File: src/rtl/spi_cmd_pkg.sv
// Shared types and constants for the SPI command bridge: opcodes, FSM states,
// status-word bit offsets and the error response.
package spi_cmd_pkg;

  localparam int WORD_W_DEF  = 16;
  localparam int LEVEL_W_DEF = 12;
  localparam int CTRL_W_DEF  = 8;
  localparam int OPCODE_W    = 4;

  typedef enum logic [OPCODE_W-1:0] {
    OP_NOP         = 4'h0,
    OP_READ_SAMPLE = 4'h1,
    OP_READ_STATUS = 4'h2,
    OP_WRITE_CTRL  = 4'h3,
    OP_CLEAR_FLAGS = 4'h4
  } opcode_e;

  typedef enum logic [1:0] {
    ST_IDLE,
    ST_DECODE,
    ST_FETCH,
    ST_LOAD
  } state_e;

  // Status bits are placed relative to the MSB so they track any word width.
  localparam int STAT_OVF_OFS   = 1;
  localparam int STAT_UDF_OFS   = 2;
  localparam int STAT_DROP_OFS  = 3;
  localparam int STAT_CAPEN_OFS = 4;

  // Wide enough for any supported word width; sliced down at the use site.
  localparam logic [63:0] ERR_RESP = '1;

  typedef struct packed {
    logic overflow;
    logic underflow;
    logic drop;
  } flags_t;

endpackage

File: src/rtl/spi_cmd_bridge_if.sv
// Word-level bus between the command bridge, the SPI slave and the sample FIFO.
// master = the bridge side, slave = the SPI slave / FIFO side.
interface spi_cmd_bridge_if #(
  parameter int WORD_W  = 16,
  parameter int LEVEL_W = 12,
  parameter int CTRL_W  = 8
);
  logic [WORD_W-1:0]  rx_data;
  logic               rx_valid;
  logic               spi_idle;
  logic [WORD_W-1:0]  tx_data;
  logic               tx_valid;
  logic [WORD_W-1:0]  fifo_rd_data;
  logic               fifo_empty;
  logic [LEVEL_W-1:0] fifo_level;
  logic               fifo_overflow;
  logic               fifo_rd_en;
  logic [CTRL_W-1:0]  ctrl;
  logic               ctrl_wr;

  modport master (
    input  rx_data, rx_valid, spi_idle, fifo_rd_data, fifo_empty, fifo_level, fifo_overflow,
    output tx_data, tx_valid, fifo_rd_en, ctrl, ctrl_wr
  );

  modport slave (
    output rx_data, rx_valid, spi_idle, fifo_rd_data, fifo_empty, fifo_level, fifo_overflow,
    input  tx_data, tx_valid, fifo_rd_en, ctrl, ctrl_wr
  );
endinterface

File: src/rtl/sticky_flags.sv
// Three sticky status flags with a shared clear; a set in the same cycle as a
// clear wins.
module sticky_flags
  import spi_cmd_pkg::*;
(
  input  logic   clk,
  input  logic   rst,
  input  flags_t i_set,
  input  logic   i_clr,
  output flags_t o_flags
);
  flags_t r_flags;

  // NOTE: sequential state uses <= so every flop samples pre-edge values,
  // independent of process ordering in simulation.
  always_ff @(posedge clk) begin
    if (rst) r_flags <= '0;
    else     r_flags <= (i_clr ? flags_t'('0) : r_flags) | i_set;
  end

  assign o_flags = r_flags;
endmodule

File: src/rtl/spi_cmd_bridge.sv
// Decodes one command per received SPI word, pops samples / reports status /
// writes ctrl, and loads the response for shifting out in the next CS frame.
module spi_cmd_bridge
  import spi_cmd_pkg::*;
#(
  parameter int WORD_W  = WORD_W_DEF,
  parameter int LEVEL_W = LEVEL_W_DEF,
  parameter int CTRL_W  = CTRL_W_DEF
) (
  input logic             clk,
  input logic             rst,
  spi_cmd_bridge_if.master bus
);
  state_e              r_state, w_next_state;
  logic [OPCODE_W-1:0] r_opcode;
  logic [CTRL_W-1:0]   r_ctrl;
  logic [WORD_W-1:0]   r_resp, r_tx_data, w_resp, w_status;
  logic                r_popped;
  logic                w_accept, w_pop, w_ctrl_wr, w_tx_valid, w_clr;
  logic [OPCODE_W-1:0] w_rx_opcode;
  flags_t              w_set, w_flags;
  logic                w_unused;

  assign w_rx_opcode = bus.rx_data[WORD_W-1 -: OPCODE_W];

  always_ff @(posedge clk) begin
    if (rst) r_state <= ST_IDLE;
    else     r_state <= w_next_state;
  end

  // NOTE: every output of this block gets a default before the case so no
  // path leaves a value unassigned and no latch is inferred.
  always_comb begin
    w_next_state = r_state;
    w_accept     = 1'b0;
    w_pop        = 1'b0;
    w_ctrl_wr    = 1'b0;
    w_clr        = 1'b0;
    w_tx_valid   = 1'b0;
    case (r_state)
      ST_IDLE: if (bus.rx_valid) begin
        w_accept     = 1'b1;
        w_next_state = ST_DECODE;
      end
      ST_DECODE: begin
        w_pop        = (r_opcode == OP_READ_SAMPLE) && !bus.fifo_empty;
        w_ctrl_wr    = (r_opcode == OP_WRITE_CTRL);
        w_clr        = (r_opcode == OP_CLEAR_FLAGS);
        w_next_state = ST_FETCH;
      end
      ST_FETCH: w_next_state = ST_LOAD;
      ST_LOAD: begin
        w_tx_valid   = 1'b1;
        w_next_state = ST_IDLE;
      end
      default: w_next_state = ST_IDLE;
    endcase
  end

  // ctrl is loaded with the command latch so it is already new during DECODE.
  always_ff @(posedge clk) begin
    if (rst) begin
      r_opcode <= '0;
      r_ctrl   <= '0;
    end else if (w_accept) begin
      r_opcode <= w_rx_opcode;
      if (w_rx_opcode == OP_WRITE_CTRL) r_ctrl <= bus.rx_data[CTRL_W-1:0];
    end
  end

  assign w_set = '{
    overflow:  bus.fifo_overflow,
    underflow: (r_state == ST_DECODE) && (r_opcode == OP_READ_SAMPLE) && bus.fifo_empty,
    drop:      bus.rx_valid && (r_state != ST_IDLE)
  };

  sticky_flags u_flags (
    .clk     (clk),
    .rst     (rst),
    .i_set   (w_set),
    .i_clr   (w_clr),
    .o_flags (w_flags)
  );

  always_comb begin
    w_status                          = '0;
    w_status[LEVEL_W-1:0]             = bus.fifo_level;
    w_status[WORD_W-STAT_OVF_OFS]     = w_flags.overflow;
    w_status[WORD_W-STAT_UDF_OFS]     = w_flags.underflow;
    w_status[WORD_W-STAT_DROP_OFS]    = w_flags.drop;
    w_status[WORD_W-STAT_CAPEN_OFS]   = r_ctrl[0];
  end

  always_comb begin
    w_resp = '0;
    case (r_opcode)
      OP_NOP, OP_READ_SAMPLE:         w_resp = '0;
      OP_READ_STATUS, OP_CLEAR_FLAGS: w_resp = w_status;
      OP_WRITE_CTRL:                  w_resp = WORD_W'(r_ctrl);
      default:                        w_resp = ERR_RESP[WORD_W-1:0];
    endcase
  end

  // Status is captured in DECODE, before the clear lands at the end of it.
  // NOTE: r_resp/r_popped are always written in DECODE before use, but are
  // still reset so the datapath never carries X after a mid-command reset.
  always_ff @(posedge clk) begin
    if (rst) begin
      r_resp   <= '0;
      r_popped <= 1'b0;
    end else if (r_state == ST_DECODE) begin
      r_resp   <= w_resp;
      r_popped <= w_pop;
    end
  end

  always_ff @(posedge clk) begin
    if (rst)                     r_tx_data <= '0;
    else if (r_state == ST_FETCH) r_tx_data <= r_popped ? bus.fifo_rd_data : r_resp;
  end

  // Strobes are masked by rst so a reset mid-command issues no pop or load.
  assign bus.fifo_rd_en = w_pop & ~rst;
  assign bus.ctrl_wr    = w_ctrl_wr & ~rst;
  assign bus.tx_valid   = w_tx_valid & ~rst;
  assign bus.tx_data    = r_tx_data;
  assign bus.ctrl       = r_ctrl;

  // spi_idle carries no function here: frames without rx_valid are ignored.
  assign w_unused = &{1'b0, bus.spi_idle, bus.rx_data};
endmodule
File: src/flat_wrapper.sv
// flat-port wrapper written by rule: the top's interface ports become plain ports
module spi_cmd_bridge_flat import spi_cmd_pkg::*;
#(
  parameter int WORD_W  = WORD_W_DEF,
  parameter int LEVEL_W = LEVEL_W_DEF,
  parameter int CTRL_W  = CTRL_W_DEF
)
  (clk, rst, bus_rx_data, bus_rx_valid, bus_spi_idle, bus_fifo_rd_data, bus_fifo_empty, bus_fifo_level, bus_fifo_overflow, bus_tx_data, bus_tx_valid, bus_fifo_rd_en, bus_ctrl, bus_ctrl_wr);
  spi_cmd_bridge_if #(.WORD_W(WORD_W), .LEVEL_W(LEVEL_W), .CTRL_W(CTRL_W)) bus_i ();
  input logic clk;
  input logic rst;
  input wire logic [$bits(bus_i.rx_data)-1:0] bus_rx_data;
  input wire logic [$bits(bus_i.rx_valid)-1:0] bus_rx_valid;
  input wire logic [$bits(bus_i.spi_idle)-1:0] bus_spi_idle;
  input wire logic [$bits(bus_i.fifo_rd_data)-1:0] bus_fifo_rd_data;
  input wire logic [$bits(bus_i.fifo_empty)-1:0] bus_fifo_empty;
  input wire logic [$bits(bus_i.fifo_level)-1:0] bus_fifo_level;
  input wire logic [$bits(bus_i.fifo_overflow)-1:0] bus_fifo_overflow;
  output wire logic [$bits(bus_i.tx_data)-1:0] bus_tx_data;
  output wire logic [$bits(bus_i.tx_valid)-1:0] bus_tx_valid;
  output wire logic [$bits(bus_i.fifo_rd_en)-1:0] bus_fifo_rd_en;
  output wire logic [$bits(bus_i.ctrl)-1:0] bus_ctrl;
  output wire logic [$bits(bus_i.ctrl_wr)-1:0] bus_ctrl_wr;
  assign bus_i.rx_data = bus_rx_data;
  assign bus_i.rx_valid = bus_rx_valid;
  assign bus_i.spi_idle = bus_spi_idle;
  assign bus_i.fifo_rd_data = bus_fifo_rd_data;
  assign bus_i.fifo_empty = bus_fifo_empty;
  assign bus_i.fifo_level = bus_fifo_level;
  assign bus_i.fifo_overflow = bus_fifo_overflow;
  assign bus_tx_data = bus_i.tx_data;
  assign bus_tx_valid = bus_i.tx_valid;
  assign bus_fifo_rd_en = bus_i.fifo_rd_en;
  assign bus_ctrl = bus_i.ctrl;
  assign bus_ctrl_wr = bus_i.ctrl_wr;
  spi_cmd_bridge #(.WORD_W(WORD_W), .LEVEL_W(LEVEL_W), .CTRL_W(CTRL_W)) u_core (.clk(clk), .rst(rst), .bus(bus_i));
endmodule
File: config.mk
export PLATFORM = sky130hd
export DESIGN_NAME = spi_cmd_bridge_flat
export DESIGN_NICKNAME = d
export VERILOG_FILES = /design/src/rtl/spi_cmd_pkg.sv /design/src/rtl/spi_cmd_bridge_if.sv /design/src/rtl/sticky_flags.sv /design/src/rtl/spi_cmd_bridge.sv /design/src/flat_wrapper.sv
export SDC_FILE = /design/constraint.sdc
export NUM_CORES = 1
export LEC_CHECK = 0
export BUFFER_PORTS_ARGS = -buffer_cell sky130_fd_sc_hd__buf_2
export CAP_MARGIN = 40
export CELL_PAD_IN_SITES_DETAIL_PLACEMENT = 0
export CELL_PAD_IN_SITES_GLOBAL_PLACEMENT = 1
export CORE_MARGIN = 3
export CORE_UTILIZATION = 36
export CTS_CLUSTER_SIZE = 20
export DETAILED_ROUTE_END_ITERATION = 12
export HOLD_SLACK_MARGIN = 0.05
export PLACE_DENSITY = 0.86
export SKIP_LAST_GASP = 1
export SYNTH_ARGS = -nofsm -noshare
export SYNTH_HDL_FRONTEND = slang
export SYNTH_SLANG_ARGS = --single-unit
export TNS_END_PERCENT = 100
File: constraint.sdc
create_clock -name clk -period 2.1 [get_ports clk]
set_clock_uncertainty 0.2 [all_clocks]
set_input_delay 0.42 -clock clk [delete_from_list [all_inputs] [get_ports clk]]
set_output_delay 0.42 -clock clk [all_outputs]
set_load 0.02 [all_outputs]
After elaboration in Yosys (flattened, before gate mapping) --
Index checks and enable logic that the tools add are counted.
Operators by class: equal/unequal tests 9, mux-type cells 11, bitwise operators 5, reduce and logical (&&, ||, !) cells 11
Operator list (number):
- one-hot mux 16 bit (3 select lines) | 1
- two-way mux 16 bit | 1
- equality test 4 x 2 -> 1 bit (second input constant) | 3
- one-hot mux 2 bit (4 select lines) | 1
- two-way mux 1 bit | 6
- equality test 2 bit (second input constant) | 2
- equality test 4 x 1 -> 1 bit (second input constant) | 1
- equality test 4 x 3 -> 1 bit (second input constant) | 1
- logical AND 1 bit | 4
- zero test 4 bit | 1
- OR reduction 2 bit | 2
- AND 1 bit | 3
- two-way mux 3 bit | 1
- OR 3 bit | 1
- equality test 2 x 1 -> 1 bit (second input constant) | 1
- zero test 2 bit | 1
- two-way mux 2 bit | 1
- inequality test 2 bit (second input constant) | 1
- AND reduction 2 bit | 1
- nonzero test 2 bit | 1
- zero test 1 bit | 1
- inverter 1 bit | 1
Word-level totals: register bits after elaboration 50, word-level logic and storage cells 45

Depth between registers and ports, before layout --
depth after elaboration 4, depth in mapped cells 7, mapped depth without buffers 5

Modules after synthesis --
Synthesis repeated with hierarchy kept, for this count alone.
Second synthesis, totals: cells, all modules 256, area total of the unflattened synthesis 2219.6 sq um
By module, submodules not included:
- spi_cmd_bridge | instances 1, cells each 244, area an instance 2114.5 sq um
- sticky_flags | instances 1, cells each 12, area an instance 105.1 sq um

Least setup slack after synthesis --
Ideal clock, no wire load.
path type input -> output, start in rst, end out bus_ctrl_wr, arrival time 1.563 ns, slack -0.083 ns, cell stages on the path 3, buffers on the path 2, cell sequence clkbuf_1 -> clkbuf_1 -> nor4b_1
On the way: word-level cells in the longest chain between the ends 2
Ends and longest elaborated chain:
- start, declared | RTL line flat_wrapper.sv:11 | input logic rst;
- inverter 1 bit | RTL line spi_cmd_bridge.sv:124 | assign bus.ctrl_wr = w_ctrl_wr & ~rst;
- AND 1 bit | RTL line spi_cmd_bridge.sv:124
- end, declared | RTL line flat_wrapper.sv:23 | output wire logic [$bits(bus_i.ctrl_wr)-1:0] bus_ctrl_wr;
No other way between the ends.

Worst setup path in the final report --
start reg u_core.r_state[1], end out bus_fifo_rd_en
On the way: word-level cells in the longest chain between the ends 3
Ends and longest elaborated chain:
- start, declared | RTL line spi_cmd_bridge.sv:14 | state_e r_state, w_next_state;
- start signal, assigned | RTL line spi_cmd_bridge.sv:28 | else r_state <= w_next_state;
- equality test 2 x 1 -> 1 bit | RTL line spi_cmd_bridge.sv:40 | case (r_state)
- two-way mux 1 bit | RTL line spi_cmd_bridge.sv:40
- AND 1 bit | RTL line spi_cmd_bridge.sv:123 | assign bus.fifo_rd_en = w_pop & ~rst;
- end, declared | RTL line flat_wrapper.sv:21 | output wire logic [$bits(bus_i.fifo_rd_en)-1:0] bus_fifo_rd_en;
No other way between the ends.

==> results.txt <==
----------------------------------------------------
[Status]
  Run status ... complete, but fails checks
  Violations in the final reports ... setup timing

[Finish]
  Area growth from synthesis to final layout ... 28.00%
  Cell area after layout ... 2814 um2
  Number of nets in the layout ... 379
  Total inserted antenna cells ... 0
  Filler cell count ... 575
  Fraction of layout cells with a size suffix above 1 ... 0.3138

[Worst setup path]
  Highest cell delay on the worst timing path ... roughly 0.45 ns
  Data arrival time of the critical path ... 1.58 ns
  Source of the critical timing path ... u_core.r_state[1]$_SDFFE_PP0P_
  Largest driver fanout on the critical path ... 3
  Kind of cell with the highest combined delay on the critical path ... simple AND/OR/NAND/NOR gates
  Number of buffers and inverters on the critical path ... 2
  Data required time of the worst path ... 1.48 ns
  CP Capture Type ... primary output
  Critical path's slowest cell ... sky130_fd_sc_hd__or4_4
  Ordered list of cells on the worst path ... inv_2 > ha_4 > nand2b_4 > or4_4 > nor2_4 > buf_6
  Critical path startpoint category ... register
  Start of the worst register-to-register path ... u_core.r_state[1]$_SDFFE_PP0P_
  WS Path Type ... register to primary output

[Global routing]
  GRT Total Usage ... 0.1557
  Global-route wire length before repair ... 9142 um
  Via count of the first global-routing pass ... 1,913
  Overflow left after global routing ... 0
  Antenna violations before repair ... 0
  Largest net degree at the start of global routing ... 44

[STA]
  Number of max-slew violations in the final report ... 0
  Worst rel slew slack ... 0.6269
  Setup total negative slack ... -0.09604 ns
  Setup slack after layout ... -0.09604 ns
  Slew at the pin with the worst max-slew slack ... 0.5576 ns
  Unrepaired setup endpoints after global routing ... yes
  Fin crit period ... ~2.2 ns
  Final Hold Vio Count ... 0
  Max Clock Freq ... 455.4 MHz
  Period Utilization, post-route ... 1.046
  Setup-failing EPs final ... 1

[CTS]
  CTS tree ... yes
  Clock sink count ... 50
  CTS H-tree lvls ... 2
  Number of buffers inserted by hold repair at cts ... 0
  Insertion delay of the later-clocked pin in the worst-skew pair ... 0.30 ns
  Clk buf depth ... 2
  Clock root cell ... sky130_fd_sc_hd__clkbuf_8
  Worst-path clk slew ... about 0.090 ns
  Total CTS buffers ... 5

[Floorplanning]
  Std-Cell Core Area ... ~5700 um2
  Die ar. ... 7080 um2
  I/O pin count ... 77
  Vertical extent of the die ... 84.15 um
  Initial core utilization ... 0.3851
  Number of rows created at floorplan ... 27
  Width of the chip ... 84.15 um

[Worst hold path]
  Min-Delay Startpoint ... bus_fifo_overflow
  Kind of path behind the tightest hold check ... input port to register

[Placement]
  Number of buffers inserted by port buffering ... a little over 70
  HPWL Detailed ... 3978 um
  Final weighted congestion of routability-driven global placement ... 0.7446
  Pre-CTS worst setup slack ... 0.06704 ns
  Placed Area ... 2649 um2

[Synth]
  Dominant cell by count in the synthesized netlist ... sky130_fd_sc_hd__dfxtp_1
  Fraction of synthesis flops using an asynchronous set or reset pin ... 0
  Number of warnings printed during yosys synthesis ... 0
  Area leader, netlist ... sky130_fd_sc_hd__dfxtp_1
  Post-synth EDFFs ... 0
  Mapped cell area ... 2198 um2
  Synthesized net count ... 308
  Predominant post-synthesis flop cell ... sky130_fd_sc_hd__dfxtp_1
  Synth top cells by count ... sky130_fd_sc_hd__dfxtp_1, sky130_fd_sc_hd__nor2_1, sky130_fd_sc_hd__a211oi_1, sky130_fd_sc_hd__nand3_1
  Post-Syn Instances ... 253
  Register area share after synthesis ... 0.4553
  Top cells by area, synth ... sky130_fd_sc_hd__dfxtp_1, sky130_fd_sc_hd__a211oi_1, sky130_fd_sc_hd__mux2i_1
  Avg Cell Area, Syn ... between 8 and 9 um2
  Number of distinct library cells after synthesis ... 26
  Flip-flop and latch count after synthesis ... 50
  Synth top area share ... 0.4553

[Route]
  Initial drt markers ... 94
  Aggregate routed wire length ... between 5000 and 6000 um
  Via Count ... 2,008
  Antenna-violating nets left ... 0
  Drt pass-1 iters ... 4
  Average via count per standard cell ... about 5.1
  Average wire per standard cell ... 13.82 um
  Final routed DRC violation total ... 0

[Pwr]
  Sequential Power Share ... 0.407
  Switching Fraction ... 0.3722
  Proportion of power drawn by combinational gates ... 0.390
  Internal Dissipation ... 0.002095 W
  Switching Power ... 0.001242 W
  Clock network fraction of design power ... 0.203
  Static Leakage ... 1.097 nW
  Power density cells ... around 1200 nW/um2
  VDD IR-drop max ... 0.0005347 V

[Run]
  Maximum Capacitance Violations ... 0

----------------------------------------------------
[layout make-up]
type                       count  area (um2)  share of cell area
multi-input combinational    176        1119              0.3975
sequential                    50        1006              0.3575
timing repair buffer          85       466.7              0.1659
tap                           72       90.09             0.03201
clock buffer                   6       72.57             0.02579
clock inverter                 2       37.54             0.01334
inverter                       6       22.52            0.008004
[power groups by stage]
stage | registers (W) | logic, W | clock network, W
after detailed placement | 0.00137 | 0.00124 | 0
after global routing | 0.00139 | 0.00147 | 0.000737
after global placement | 0.00136 | 0.00120 | 0
after floorplan | 0.00147 | 0.000779 | 0
after CTS | 0.00136 | 0.00130 | 0.000694
final | 0.00136 | 0.00130 | 0.000677
[path summary, 6_finish.rpt]
path,to,slack (ns),cells after the start
max,bus_fifo_rd_en,-0.1,6
min,u_core.u_flags.o_flags[2]$_SDFF_PP0_,0.14,3
max reg2reg,u_core.u_flags.o_flags[2]$_SDFF_PP0_,0.11,6
min reg2reg,u_core.r_resp[13]$_SDFFE_PP0N_,0.28,2
[flip-flops by register name (all words and copies together) (netlist names)]
signal and flops:
u_core.bus.tx_data 16, u_core.bus.ctrl 8, u_core.r_state 2, u_core.r_popped 1, u_core.r_resp 16, u_core.r_opcode 4, u_core.u_flags.o_flags 3
[cell usage in the layout (no fill, tap or decap), types with 2 or more instances in the layout]
master,count
sky130_fd_sc_hd__nand2_1,17
sky130_fd_sc_hd__a211oi_1,25
sky130_fd_sc_hd__a21oi_1,14
sky130_fd_sc_hd__nor2_1,37
sky130_fd_sc_hd__mux2i_1,17
sky130_fd_sc_hd__buf_4,14
sky130_fd_sc_hd__nand3_1,24
sky130_fd_sc_hd__clkbuf_8,5
sky130_fd_sc_hd__a311oi_1,8
sky130_fd_sc_hd__buf_2,70
sky130_fd_sc_hd__ha_1,4
sky130_fd_sc_hd__nor2b_1,2
sky130_fd_sc_hd__o21ai_0,12
sky130_fd_sc_hd__nand2b_1,3
sky130_fd_sc_hd__nor4bb_1,2
sky130_fd_sc_hd__dfxtp_1,48
sky130_fd_sc_hd__inv_1,5
[through the flow]
step	utilization	power (W)	std cells	hold slack (ns)
2_1_floorplan	-	0.002250	253	0.2482
3_3_place_gp	0.4626	0.002566	386	0.2599
3_5_place_dp	0.4639	0.002614	387	0.2641
4_1_cts	0.4929	0.003356	397	0.1330
5_1_grt	0.4929	0.003599	397	0.1639
6_report	0.4929	0.003337	397	0.1390
[layer usage]
layer  global-route usage  routed length [um]  up-vias
met5                    0                   0        -
met4              0.04094                  61        0
met3              0.05201                 428        9
met2               0.2339                2262       70
met1               0.2145                2732      886
li1                     -                   -     1043
[repair_timing]
action | CTS | global route
resized for setup | 11 | 0
endpoints found under the setup margin | 1 | 1
setup buffers | 2 | 0
[worst min-delay path, cell delays in order]
cell and delay [ns]:
sky130_fd_sc_hd__buf_2 0.09, sky130_fd_sc_hd__inv_1 0.04, sky130_fd_sc_hd__a21oi_1 0.05
[kinds of logic after synthesis]
kind of cell	Yosys count	share of synthesized area
buffers and inverters	27	0.05293
flip-flops	50	0.4553
AO/OA/AOI/OAI	61	0.1838
XOR/XNOR	1	0.007401
AND/OR/NAND/NOR	92	0.1947
adder cells (fa/ha/maj)	5	0.02846
multiplexers	17	0.07740
Note: power is estimated with default switching activity, not from simulation.
